--- config.mk ---
export PLATFORM = sky130hd
export DESIGN_NAME = inst_buffer
export DESIGN_NICKNAME = d
export VERILOG_FILES = /design/src/rtl/inst_buffer_pkg.sv /design/src/rtl/inst_buffer_mem.sv /design/src/rtl/inst_buffer.sv
export SDC_FILE = /design/constraint.sdc
export NUM_CORES = 1
export LEC_CHECK = 0
export ABC_CLOCK_PERIOD_IN_PS = 6700
export BUFFER_PORTS_ARGS = -buffer_cell sky130_fd_sc_hd__buf_4
export CAP_MARGIN = 20
export CORE_AREA = 2 2 282 284
export DETAILED_ROUTE_END_ITERATION = 8
export DIE_AREA = 0 0 284 286
export PLACE_DENSITY = 0.44
export SKIP_LAST_GASP = 1
export SLEW_MARGIN = 20
export SYNTH_ARGS = -nofsm -noshare
export SYNTH_HDL_FRONTEND = slang
export SYNTH_HIERARCHICAL = 1
export SYNTH_SLANG_ARGS = --single-unit
--- constraint.sdc ---
create_clock -name clk -period 6.7 [get_ports clk]
set_input_delay 0.67 -clock clk [delete_from_list [all_inputs] [get_ports clk]]
set_output_delay 0.67 -clock clk [all_outputs]
set_load 0.02 [all_outputs]
--- src/rtl/inst_buffer_pkg.sv ---
// Shared definitions for the fetch-to-decode instruction buffer:
// bus widths, the zero word and the packed layout of one queue entry.
package inst_buffer_pkg;

    localparam int REG_BUS_W   = 32;
    localparam int INST_ADDR_W = 32;
    localparam int EXCP_NUM_W  = 9;

    localparam logic [REG_BUS_W-1:0] ZERO_WORD = '0;

    // One queued fetch result; field order gives the 74-bit {excp_num, excp, inst, pc} word.
    typedef struct packed {
        logic [EXCP_NUM_W-1:0]  excp_num;
        logic                   excp;
        logic [REG_BUS_W-1:0]   inst;
        logic [INST_ADDR_W-1:0] pc;
    } ib_entry_t;

    function automatic ib_entry_t pack_entry(
        input logic [INST_ADDR_W-1:0] pc,
        input logic [REG_BUS_W-1:0]   inst,
        input logic                   excp,
        input logic [EXCP_NUM_W-1:0]  excp_num
    );
        ib_entry_t e;
        e.pc       = pc;
        e.inst     = inst;
        e.excp     = excp;
        e.excp_num = excp_num;
        return e;
    endfunction

endpackage

--- src/rtl/inst_buffer_mem.sv ---
// Entry storage for the instruction buffer: DEPTH registered entries,
// one synchronous write port and one asynchronous read port.
module inst_buffer_mem
    import inst_buffer_pkg::*;
#(
    parameter int DEPTH = 8,
    parameter int PTR_W = 3
) (
    input  logic             clk,
    input  logic             wr_en,
    input  logic [PTR_W-1:0] wr_addr,
    input  ib_entry_t        wr_data,
    input  logic [PTR_W-1:0] rd_addr,
    output ib_entry_t        rd_data
);

    ib_entry_t mem [DEPTH];

    // Payloads are never reset; validity is tracked entirely by the top-level count.
    always_ff @(posedge clk) begin
        if (wr_en) begin
            mem[wr_addr] <= wr_data;
        end
    end

    assign rd_data = mem[rd_addr];

endmodule

--- src/rtl/inst_buffer.sv ---
// Decoupling queue between instruction fetch and decode. Holds up to DEPTH
// fetched instructions and presents the oldest one; any flush empties it.
module inst_buffer
    import inst_buffer_pkg::*;
#(
    parameter int DEPTH = 8,
    parameter int PTR_W = 3
) (
    input  logic                   clk,
    input  logic                   rst,
    input  logic                   flush,
    input  logic                   excp_flush,
    input  logic                   ertn_flush,
    input  logic                   fetch_valid_i,
    input  logic [INST_ADDR_W-1:0] fetch_pc_i,
    input  logic [REG_BUS_W-1:0]   fetch_inst_i,
    input  logic                   fetch_excp_i,
    input  logic [EXCP_NUM_W-1:0]  fetch_excp_num_i,
    output logic                   fetch_ready_o,
    input  logic                   dec_ready_i,
    output logic                   dec_valid_o,
    output logic [INST_ADDR_W-1:0] dec_pc_o,
    output logic [REG_BUS_W-1:0]   dec_inst_o,
    output logic                   dec_excp_o,
    output logic [EXCP_NUM_W-1:0]  dec_excp_num_o,
    output logic [PTR_W:0]         count_o
);

    localparam logic [PTR_W:0]   FULL_COUNT = DEPTH[PTR_W:0];
    localparam logic [PTR_W:0]   CNT_ONE    = 1;
    localparam logic [PTR_W-1:0] PTR_ONE    = 1;

    logic [PTR_W-1:0] wr_ptr;
    logic [PTR_W-1:0] rd_ptr;
    logic [PTR_W:0]   count;
    logic [PTR_W-1:0] wr_ptr_next;
    logic [PTR_W-1:0] rd_ptr_next;
    logic [PTR_W:0]   count_next;

    logic      flush_any;
    logic      push;
    logic      pop;
    ib_entry_t head;

    assign flush_any = flush | excp_flush | ertn_flush;

    // Ready comes only from the registered count, so a pop never frees a slot in the same cycle.
    assign fetch_ready_o = (count < FULL_COUNT);
    assign dec_valid_o   = (count != '0);
    assign push          = fetch_valid_i & fetch_ready_o;
    assign pop           = dec_valid_o & dec_ready_i;

    always_comb begin
        wr_ptr_next = wr_ptr;
        rd_ptr_next = rd_ptr;
        count_next  = count;
        if (push) begin
            wr_ptr_next = wr_ptr + PTR_ONE;
        end
        if (pop) begin
            rd_ptr_next = rd_ptr + PTR_ONE;
        end
        case ({push, pop})
            2'b10:   count_next = count + CNT_ONE;
            2'b01:   count_next = count - CNT_ONE;
            default: count_next = count;
        endcase
    end

    // Reset and every flush flavour discard the contents the same way; pushes and pops are dropped.
    always_ff @(posedge clk) begin
        if (rst) begin
            wr_ptr <= '0;
            rd_ptr <= '0;
            count  <= '0;
        end else if (flush_any) begin
            wr_ptr <= '0;
            rd_ptr <= '0;
            count  <= '0;
        end else begin
            wr_ptr <= wr_ptr_next;
            rd_ptr <= rd_ptr_next;
            count  <= count_next;
        end
    end

    inst_buffer_mem #(
        .DEPTH (DEPTH),
        .PTR_W (PTR_W)
    ) u_mem (
        .clk     (clk),
        .wr_en   (push & ~flush_any & ~rst),
        .wr_addr (wr_ptr),
        .wr_data (pack_entry(fetch_pc_i, fetch_inst_i, fetch_excp_i, fetch_excp_num_i)),
        .rd_addr (rd_ptr),
        .rd_data (head)
    );

    // Decode sees an all-zero bubble whenever the buffer is empty.
    assign dec_pc_o       = dec_valid_o ? head.pc       : ZERO_WORD;
    assign dec_inst_o     = dec_valid_o ? head.inst     : ZERO_WORD;
    assign dec_excp_o     = dec_valid_o & head.excp;
    assign dec_excp_num_o = dec_valid_o ? head.excp_num : '0;
    assign count_o        = count;

endmodule
Yosys cells after proc, flatten, opt, wreduce, memory -nomap -nowiden
Memories as Yosys holds them, arrays and structs flattened. A register that Yosys moved wholly into a read port is not among the register bits.
Index checks and enable logic that the tools add are counted.
- bits in registers: 10
- memory bits (writable): 592
- input bits: 81
- output and inout port bits: 80
- word-level logic and storage cells: 31
- memories kept: 1
- memories (memory ; depth ; bits a word ; read ports ; clocked after memory_dff ; wr ports ; line ; text):
    u_mem.mem ; 8 ; 74 ; 1 ; 1 ; 1 ; inst_buffer_mem.sv:17 ; ib_entry_t mem [DEPTH];
- $add $sub $neg: 4
- magnitude comparators: 1
- eq/ne operators: 2
- mux-type cells: 8
- bitwise gates (word level): 9
- reductions and logical operators: 3
- operators with widths (cell ; number):
    32-bit two-way mux ; 2
    9-bit two-way mux ; 1
    4-bit case mux with 2 select lines ; 1
    3-bit by 1-bit adder with 3-bit output (second input constant) ; 2
    3-bit two-way mux ; 2
    1-bit bitwise AND ; 5
    4-bit by 1-bit adder with 4-bit output (second input constant) ; 1
    4-bit < comparator (second input constant) ; 1
    4-bit nonzero test ; 1
    4-bit by 1-bit subtractor with 4-bit output (second input constant) ; 1
    2-bit by 1-bit equality test with 1-bit output (second input constant) ; 1
    2-bit equality test (second input constant) ; 1
    1-bit two-way mux ; 2
    1-bit inverter ; 2
    1-bit OR ; 2
    2-bit nonzero test ; 1
    2-bit OR reduction ; 1

Longest topological paths before layout
Gate-level depths: netlist of run 1.
- word-level depth: 7
- mapped depth: 10
- gate-level depth less buffers: 9

Modules after synthesis
The synthesis of run 1 kept the hierarchy.
- by module, submodules not included (module ; times used ; cells an instance ; area each (um2) ; sequential area each (um2)):
    inst_buffer_mem ; 1 ; 868 ; 22266.4 ; 17777.0
    inst_buffer ; 1 ; 141 ; 1019.7 ; 200.2

Worst setup path after synthesis of run 1
OpenSTA, ideal clock, no wires.
- path type: input port to flip-flop
- start point: in excp_flush
- end point: mem u_mem/mem[0][0] in the netlist's numbering, enable pin
- library setup time: 0.597 ns
- arrival time: 6.706 ns
- data required time: 6.103 ns
- path slack: -0.603 ns
- stages: 5
- path buffers: 1
- cell sequence: or4_1 > clkbuf_1 > nor2_1 > nand2b_1 > nor3_1
- longest elaborated chain between the ends: 7
- RTL lines (item ; line ; text):
    from (decl) ; inst_buffer.sv:12 ; input logic excp_flush,
    1-bit OR (2 in series) ; inst_buffer.sv:45 ; assign flush_any = flush | excp_flush | ertn_flush;
    1-bit inverter ; inst_buffer.sv:92 ; .wr_en (push & ~flush_any & ~rst),
    1-bit bitwise AND (2 in series) ; inst_buffer.sv:92 ;
    1-bit two-way mux ; inst_buffer_mem.sv:21 ; if (wr_en) begin
    1-bit two-way mux (not written as such) ; inst_buffer_mem.sv:22 ; mem[wr_addr] <= wr_data;
    to (decl) ; inst_buffer_mem.sv:17 ;
No other way between the ends.

==> results of run 1 <==
[registers in the layout, indices dropped and copies added, names as in the netlist]
signal,cells
u_mem/mem,592
count_o,4
rd_ptr,3
wr_ptr,3
[Yosys cell counts]
cell type | count | share of area (%)
a211o_1 | 1 | 0.038
a21oi_1 | 4 | 0.086
and2_1 | 75 | 2.0
buf_1 | 10 | 0.16
buf_2 | 8 | 0.17
buf_6 | 14 | 0.68
clkbuf_1 | 18 | 0.29
clkbuf_2 | 1 | 0.021
dfxtp_1 | 10 | 0.86
edfxtp_1 | 592 | 76
ha_1 | 5 | 0.27
inv_1 | 2 | 0.032
mux2_2 | 75 | 3.6
mux2i_1 | 2 | 0.086
mux4_2 | 148 | 14
nand2_1 | 6 | 0.097
nand2b_1 | 3 | 0.081
nand3_1 | 2 | 0.043
nor2_1 | 16 | 0.26
nor2b_1 | 2 | 0.054
nor3_1 | 3 | 0.064
o21ai_0 | 2 | 0.043
or3_1 | 1 | 0.027
or4_1 | 1 | 0.032
or4_4 | 1 | 0.048
xnor2_1 | 2 | 0.075
xor2_1 | 5 | 0.19
[how the worst min path moves through the flow]
stage	from	endpoint	slack, ns
after floorplan	wr_ptr[2]	wr_ptr[2]	0.49
after global placement	wr_ptr[2]	wr_ptr[2]	0.53
after detailed placement	wr_ptr[2]	wr_ptr[2]	0.52
after CTS	fetch_inst_i[10]	u_mem/mem[1][42]	0.27
after global routing	fetch_pc_i[21]	u_mem/mem[3][21]	0.30
final	fetch_excp_num_i[1]	u_mem/mem[7][66]	0.32
[metal layers]
| metal | track usage (%) | wire [um] | up-vias |
|---|---|---|---|
| met2 | 20.97 | 24640 | 209 |
| met5 | 0 | 43 | - |
| met1 | 18.05 | 24420 | 5734 |
| met3 | 2.951 | 2467 | 68 |
| met4 | 3.934 | 937 | 6 |
| li1 | - | - | 4591 |
[final cells by class]
| cell class | count | area [sq um] |
|---|---|---|
| Fill cell | 7320 | 50570 |
| Sequential cell | 602 | 17990 |
| Multi-Input combinational cell | 354 | 5061 |
| Clock buffer | 91 | 1894 |
| Timing Repair Buffer | 183 | 1411 |
| Tap cell | 1050 | 1314 |
| Clock inverter | 24 | 107.6 |
| Inverter | 2 | 7.507 |
| Antenna cell | 1 | 2.502 |
[metrics by stage]
stage               hold WS (ns)  worst slack (ns)  std cells  power, W
global route              0.2994             2.487       2306  0.007896
detailed placement        0.5245             2.839       2191  0.004346
finish                    0.3153             2.739       2307  0.007620
global placement          0.5346             2.896       2191  0.004341
floorplan                 0.4919             1.384       1009  0.004251
CTS                       0.2737             2.589       2306  0.007746
[power groups by stage]
| stage | sequential [W] | clock, W | combinational (W) |
|---|---|---|---|
| final | 0.00414 | 0.00336 | 0.000123 |
| after global routing | 0.00414 | 0.00362 | 0.000138 |
| after CTS | 0.00414 | 0.00348 | 0.000127 |
| after detailed placement | 0.00422 | 0 | 0.000127 |
| after global placement | 0.00422 | 0 | 0.000123 |
| after floorplan | 0.00422 | 0 | 0.0000284 |
[worst max-delay path, stage by stage (launching register included)]
cell and delay (ns):
dfxtp_4 0.80, buf_4 0.65, mux4_2 0.60, mux2_2 0.32, and2_1 0.15, buf_4 0.15
[logic make-up (layout without fill, tap and decap cells)]
group	Yosys count	in the layout
mux	225	225
other cells	0	1
xor+xnor	7	7
simple gates	110	110
buf+inv	53	300
flops	602	602
compound gates	7	7
fa+ha+maj	5	5
==> run metrics, run 1 <==
xor/xnor cell area share of the yosys netlist less than 1%; initial antenna violation count 4; area of the mapped netlist around 23000 sq um; Gate Count Post-Synth just over 1000; clock insertion delay at the later pin of the skew report between 0.5 and 0.6 ns; First DRT Iteration DRCs approximately 630; Row Count between 100 and 150; Worst Path Arrival 3.29 ns; via count between 10000 and 15000; Final Hold Fails 0; syn_nets 1095; Yosys reg bits approximately 600; gr ovfl total 0; post-synthesis sequential area ratio between 70% and 80%; hold depth 1; largest net degree at the start of global routing 68; Synth Area in Simple Gates between 2 and 3%; share of layout cells above drive strength 1 39.89%; Peak VDD IR 0.0001577 V; crit path from rd_ptr[0]; die footprint 81220 sq um; sequential share of power 54.3%; Final Max Slew Viols 0; Pwr Density 274.2 nW/um^2; CP required about 6.0 ns; dpl hpwl 27540 um; area post-placement ~26000 sq um; fin crit period between 3 and 4 ns; Sw Share a little under a fifth; die height 286 um; post-synthesis compound-gate area fraction less than 1%; Startpoint Class register; Crit Path Category reg2out; vias per cell around 4.6; first-pass GRT wire length 78680 um; Avg Cell Area, Syn 23.08 sq um; fin area roughly 28000 sq um; Adder-Cell Fraction of Synth Area less than 1%; vias in the first global route between 10000 and 15000; Critical Path Sink dec_pc_o[13]; fin crit share 59.11%; final setup TNS 0 ns; largest family of logic cells by synthesized area multiplexers; Synth cell types 27; worst flop-to-flop path startpoint count_o[3]; fmax about 250 MHz; Synthesis Warnings 6; buffers added on ports 160; sw power 0.001463 W; mux contribution to synthesized area 18.03%; Worst Clk Skew around 0.013 ns; CTS Hold Buffers Added 0; clk sinks about 600; Starting Density 29.72%; Worst-Margin Slew approximately 1.1 ns; Clk network pwr share between 40% and 50%; area grow syn2layout 19.33%; status finished, final reports clean; GRT Total Usage roughly an eighth; kind of end point of the critical path output port; RR Endpoint u_mem/mem[2][2]; TritonCTS Buffers 67; commonest cells after routing, fill and taps aside 592 x edfxtp_1, 180 x buf_4, 148 x mux4_2; htree depth 3; DRT Pass-1 Iters 4; Placer Congestion 0.6627; internal power 0.006157 W; worst reg-to-reg setup slack 3.65 ns; Routed WL roughly 53000 um; post-CTS sizing 0; CP max FO 33; Slew headroom slightly below 30%; Antenna Nets Post-Route 0; root buffer cell clkbuf_16; final setup fails 0; drt wl/cell between 20 and 25 um; Hold Path Class in2reg; fin util roughly 35%; leading cell type in the layout, fill and taps excluded edfxtp_1; Logic pwr share ~1.6%; Post-CTS Setup Inserts 0; core box area roughly 78000 sq um; Longest Clk Path Bufs 3; Worst-path clk slew approximately 0.050 ns; DRC errors left 0; max-cap viol count 0; # nets final around 1300; P_leak 8.698 nW; RSZ-0062 raised after global routing false; die width 284 um; # IOs 161; TritonCTS clock tree yes; FF-to-FF path depth 6
Power figures use the tool's default switching activity.
==> run 2: changes to the inputs <==
- ABC_CLOCK_PERIOD_IN_PS: 6700 -> 3640
- clock period: 6.7 -> 3.64 ns (I/O delays scaled with it)
==> run metrics, run 2 (synthesis results as in run 1) <==
Largest Register u_mem/mem; largest net degree at the start of global routing 77 (+13%); pre-CTS WS 0.9244 ns (-1.914 ns); via count 10780 (+1.6%); TritonCTS Buffers 69 (+3.0%); P_leak 9.110 nW (+4.7%); Worst-Margin Slew 0.6623 ns (-0.3918 ns); dpl hpwl 26430 um (-4.1%); CP max FO 42 (+27%); Startpoint Class register; CP required 3.28 ns (-2.75 ns); Worst Clk Skew 0.01191 ns (-0.001342 ns); leading cell type in the layout, fill and taps excluded edfxtp_1; Final Hold Fails 0 (unchanged); Peak VDD IR 0.0002565 V (+63%); gr ovfl total 0 (unchanged); Crit Path Category reg2out; Worst-path clk slew 0.06 ns (about the same); Hold Path Class in2reg; First DRT Iteration DRCs 488 (-22%); die footprint 81220 sq um (unchanged); fmax between 300 and 400 MHz; GRT Total Usage 12.90% (-0.25 points); area grow syn2layout 23.83%; max FFs per register 592 (unchanged); # nets final 1371 (+5.8%); commonest cells after routing, fill and taps aside 592 x edfxtp_1, 167 x buf_4, 148 x mux4_2; max-cap viol count 0 (unchanged); root buffer cell clkbuf_16; vias per cell 4.517 (-1.8%); RSZ-0062 raised after global routing false; Longest Clk Path Bufs 3 (unchanged); share of layout cells above drive strength 1 37.95% (-1.9 points); clk sinks 602 (unchanged); initial antenna violation count 6 (+2); Row Count 103 (unchanged); die width 284 um (unchanged); fin crit period between 3 and 4 ns; fin util 36.80% (+1.3 points); first-pass GRT wire length 76930 um (-2.2%); TritonCTS clock tree yes; Starting Density 29.72% (unchanged); final setup margin 0.6020 ns (-2.137 ns); Antenna Diode Count 0 (-1); DRC errors left 0 (unchanged); final setup fails 0 (unchanged); Slew headroom 55.85% (+26 points); htree depth 3 (unchanged); vias in the first global route 11810 (+0.76%); # IOs 161 (unchanged); core box area 78360 sq um (unchanged); Worst Path Arrival 2.67 ns (-0.62 ns); buffers added on ports 160 (unchanged); Antenna Nets Post-Route 0 (unchanged); Pwr Density 503.4 nW/um^2 (+84%); clock insertion delay at the later pin of the skew report 0.59 ns (about the same); fin crit share a little over four fifths; status finished, final reports clean; kind of end point of the critical path output port; CP max stage delay 0.55 ns (-0.25 ns); slowest library cell on the worst path mux4_2; DRT Pass-1 Iters 5 (+1); die height 286 um (unchanged); Final Max Slew Viols 0 (unchanged); Placer Congestion 0.6803 (+2.7%); drt wl/cell 21.81 um (-4.2%); crit-path cells buf_12, mux4_2, mux2_2, and2_1, buf_4; Routed WL 52030 um (-0.90%)
[run 2: cell count changes in the layout (fill, tap and decap cells not counted), sizes merged]
cell | before | now
bufinv | 0 | 4
dlygate4sd3 | 0 | 73
clkinvlp | 2 | 1
diode | 1 | 0
clkbuf | 91 | 90
inv | 2 | 5
clkinv | 22 | 24
[run 2: report_power, final]
group	switching [W]	total, W	internal [W]
Combinational	0.000152	0.000297	0.000145
Clock	0.00266	0.00660	0.00394
Sequential	0.00000307	0.00762	0.00762
[run 2: metal layers]
| metal | part of all wire [%] | GRT usage (%) |
|---|---|---|
| met2 | 48 | 20.98 |
| met4 | 1.7 | 3.842 |
| met5 | 0.13 | 0 |
| met1 | 45 | 17.45 |
| met3 | 4.7 | 2.775 |
[run 2: path summary, 6_finish.rpt]
check / end / slack (ns) / from / cells after the start
min: u_mem/mem[1][44] / 0.05 / fetch_inst_i[12] / 1
max reg2reg: count_o[2] / 1.05 / count_o[2] / 9
max: dec_pc_o[12] / 0.60 / rd_ptr[0] / 5
min reg2reg: wr_ptr[2] / 0.55 / wr_ptr[2] / 2
[run 2: worst max-delay path, delay by kind of cell, from the launching register on]
| family | cells | cell delay [ns] |
|---|---|---|
| muxes | 2 | 0.83 |
| buffers and inverters | 2 | 0.55 |
| and+or+nand+nor | 1 | 0.23 |
| DFF | 1 | 0.46 |
[run 2: metrics by stage]
step                cells  hold WS, ns  power, W  setup TNS [ns]  area [sq um]
floorplan            1009       0.4629  0.007825          -45.34         23340
global placement     2191       0.5191  0.007990               0         25950
detailed placement   2191       0.5414  0.007999               0         25950
CTS                  2386     0.008231   0.01476               0         28840
global route         2386      0.02526   0.01507               0         28840
finish               2386      0.04566   0.01452               0         28840
[run 2: timing repair]
item | CTS | global route
setup buffers | 0 | 0
gates resized for setup | 0 | 0
hold buffers | 73 | 0
endpoints found under the hold margin | 582 | 0
[run 2: layout make-up]
type / count / area, sq um
well taps: 1050 / 1314
inverters: 2 / 7.507
repair buffers: 256 / 2305
multi-input cells: 354 / 5065
flip-flops and latches: 602 / 17990
fillers: 7326 / 49520
clock buffers: 90 / 1889
clock inverters: 32 / 266.5
==> run 3: changes to the inputs <==
- ABC_CLOCK_PERIOD_IN_PS: 3640 -> 2550
- clock period: 3.64 -> 2.55 ns (I/O delays scaled with it)
==> run metrics, run 3 (synthesis results as in run 1) <==
kind of end point of the critical path output port; Final Max Slew Viols 0 (unchanged); fin crit period between 2 and 3 ns; final setup margin -0.2479 ns (-0.8499 ns); die width 284 um (unchanged); Antenna Nets Post-Route 0 (unchanged); Worst Path Arrival 2.54 ns (-0.13 ns); Slew headroom 58.34% (+2.5 points); Routed WL 55240 um (+6.2%); gr ovfl total 0 (unchanged); RSZ-0062 raised after global routing true; drt wl/cell 22.56 um (+3.5%); vias in the first global route 12240 (+3.6%); htree depth 3 (unchanged); Met3 Routed Length 2015 um (-17%); max FFs per register 592 (unchanged); Pwr Density 693.7 nW/um^2 (+38%); die height 286 um (unchanged); status complete, but fails checks; fin area 30440 sq um (+5.6%); via count 11080 (+2.8%); met2 wire len 28500 um (+14%); Final Hold Fails 0 (unchanged); DRT Pass-1 Iters 4 (-1); CP required 2.30 ns (-0.98 ns); root buffer cell clkbuf_16; vias per cell 4.528 (+0.23%); GRT Total Usage 13.57% (+0.67 points); Longest Clk Path Bufs 3 (unchanged); Max Used Layer met4; fin crit share 109.7%; TritonCTS clock tree yes; die footprint 81220 sq um (unchanged); Hold Path Class in2reg; clock insertion delay at the later pin of the skew report 0.61 ns (+0.02 ns); Worst Hold Slack 0.05065 ns (+0.004991 ns); buffers added on ports 160 (unchanged); area grow syn2layout 30.72%; area post-placement 26430 sq um (+1.9%); Crit Path Category reg2out; dpl hpwl 30140 um (+14%); Row Count 103 (unchanged); First DRT Iteration DRCs 538 (+10%); core box area 78360 sq um (unchanged); Peak VDD IR 0.0003891 V (+52%); # IOs 161 (unchanged); Largest Register u_mem/mem; Worst-Margin Slew 0.6250 ns (-0.03731 ns); CP max FO 8 (-81%); max-cap viol count 0 (unchanged); leading cell type in the layout, fill and taps excluded edfxtp_1; final setup fails 74 (+74); Startpoint Class register; final setup TNS -13.88 ns (-13.88 ns); largest net degree at the start of global routing 77 (unchanged); fmax between 300 and 400 MHz; Worst Clk Skew 0.02019 ns (+0.008277 ns); initial antenna violation count 1 (-5); Worst-path clk slew 0.05 ns (about the same); clk sinks 602 (unchanged); # nets final 1428 (+4.2%); DRC errors left 0 (unchanged); violated checks setup timing; Placer Congestion 0.6712 (-1.3%); P_leak 9.835 nW (+8.0%); met1 WL 23580 um (-0.14%); share of layout cells above drive strength 1 42.16% (+4.2 points); Starting Density 29.72% (unchanged); TritonCTS Buffers 69 (unchanged); first-pass GRT wire length 81710 um (+6.2%); commonest cells after routing, fill and taps aside 592 x edfxtp_1, 148 x mux4_2, 129 x buf_4
run 3: changes by cell type in the layout (fill, tap and decap cells not counted), sizes merged:
cell	delta
buf	+47
clkinv	+2
inv	+1
dlygate4sd3	+1
clkbuf	+2
diode	+1
bufbuf	+3
clkinvlp	+2
bufinv	+3
run 3: report_power, final:
group / total, W / internal [W] / switching, W
clock network: 0.00979 / 0.00583 / 0.00395
registers: 0.0109 / 0.0109 / 0.00000394
logic: 0.000450 / 0.000224 / 0.000225
run 3: final cells by class:
class	instances	area, sq um
inverter	2	7.507
sequential	602	17990
multi-input combinational	354	5243
fill	7180	47910
clock buffer	86	1822
tap	1050	1314
timing repair buffer	313	3623
antenna	1	2.502
clock inverter	40	440.4
run 3: path summary, 6_finish.rpt:
check	endpoint	depth (start not counted)	from	slack, ns
setup / recovery	dec_inst_o[19]	7	rd_ptr[0]	-0.25
hold / removal	rd_ptr[2]	4	dec_ready_i	0.05
setup reg to reg	count_o[2]	9	count_o[2]	0.24
hold reg to reg	wr_ptr[2]	2	wr_ptr[2]	0.61
run 3: metrics by stage:
| step | setup slack, ns | total power [W] | util, % | instances |
|---|---|---|---|---|
| finish | -0.2479 | 0.02112 | 38.85 | 2448 |
| global route | -0.3404 | 0.02187 | 38.85 | 2448 |
| floorplan | -0.9249 | 0.01117 | - | 1009 |
| CTS | -0.3250 | 0.02146 | 38.29 | 2440 |
| detailed placement | 0.2060 | 0.01143 | 33.74 | 2221 |
| global placement | 0.2112 | 0.01142 | 33.74 | 2221 |
run 3: layer usage:
layer  up-vias  GRT usage (%)
met5         -              0
met4         0          3.829
met3        72          2.464
met2       206          23.58
met1      5921          17.43
li1       4885              -
run 3: worst max-delay path, stage by stage, from the launching register on:
cell and delay, ns:
dfxtp_4 0.40, buf_12 0.16, buf_16 0.17, clkbuf_16 0.17
mux4_2 0.49, mux2_2 0.26, and2_1 0.14, buf_6 0.13
run 3: timing repair:
| item | 4_1_cts | 5_1_grt |
|---|---|---|
| setup endpoints to repair | 75 | 74 |
| resized for setup | 31 | 88 |
| setup buffers | 9 | 4 |
| hold endpoints to repair | 592 | 0 |
| hold buffers | 74 | 0 |
| gates cloned | 10 | 6 |
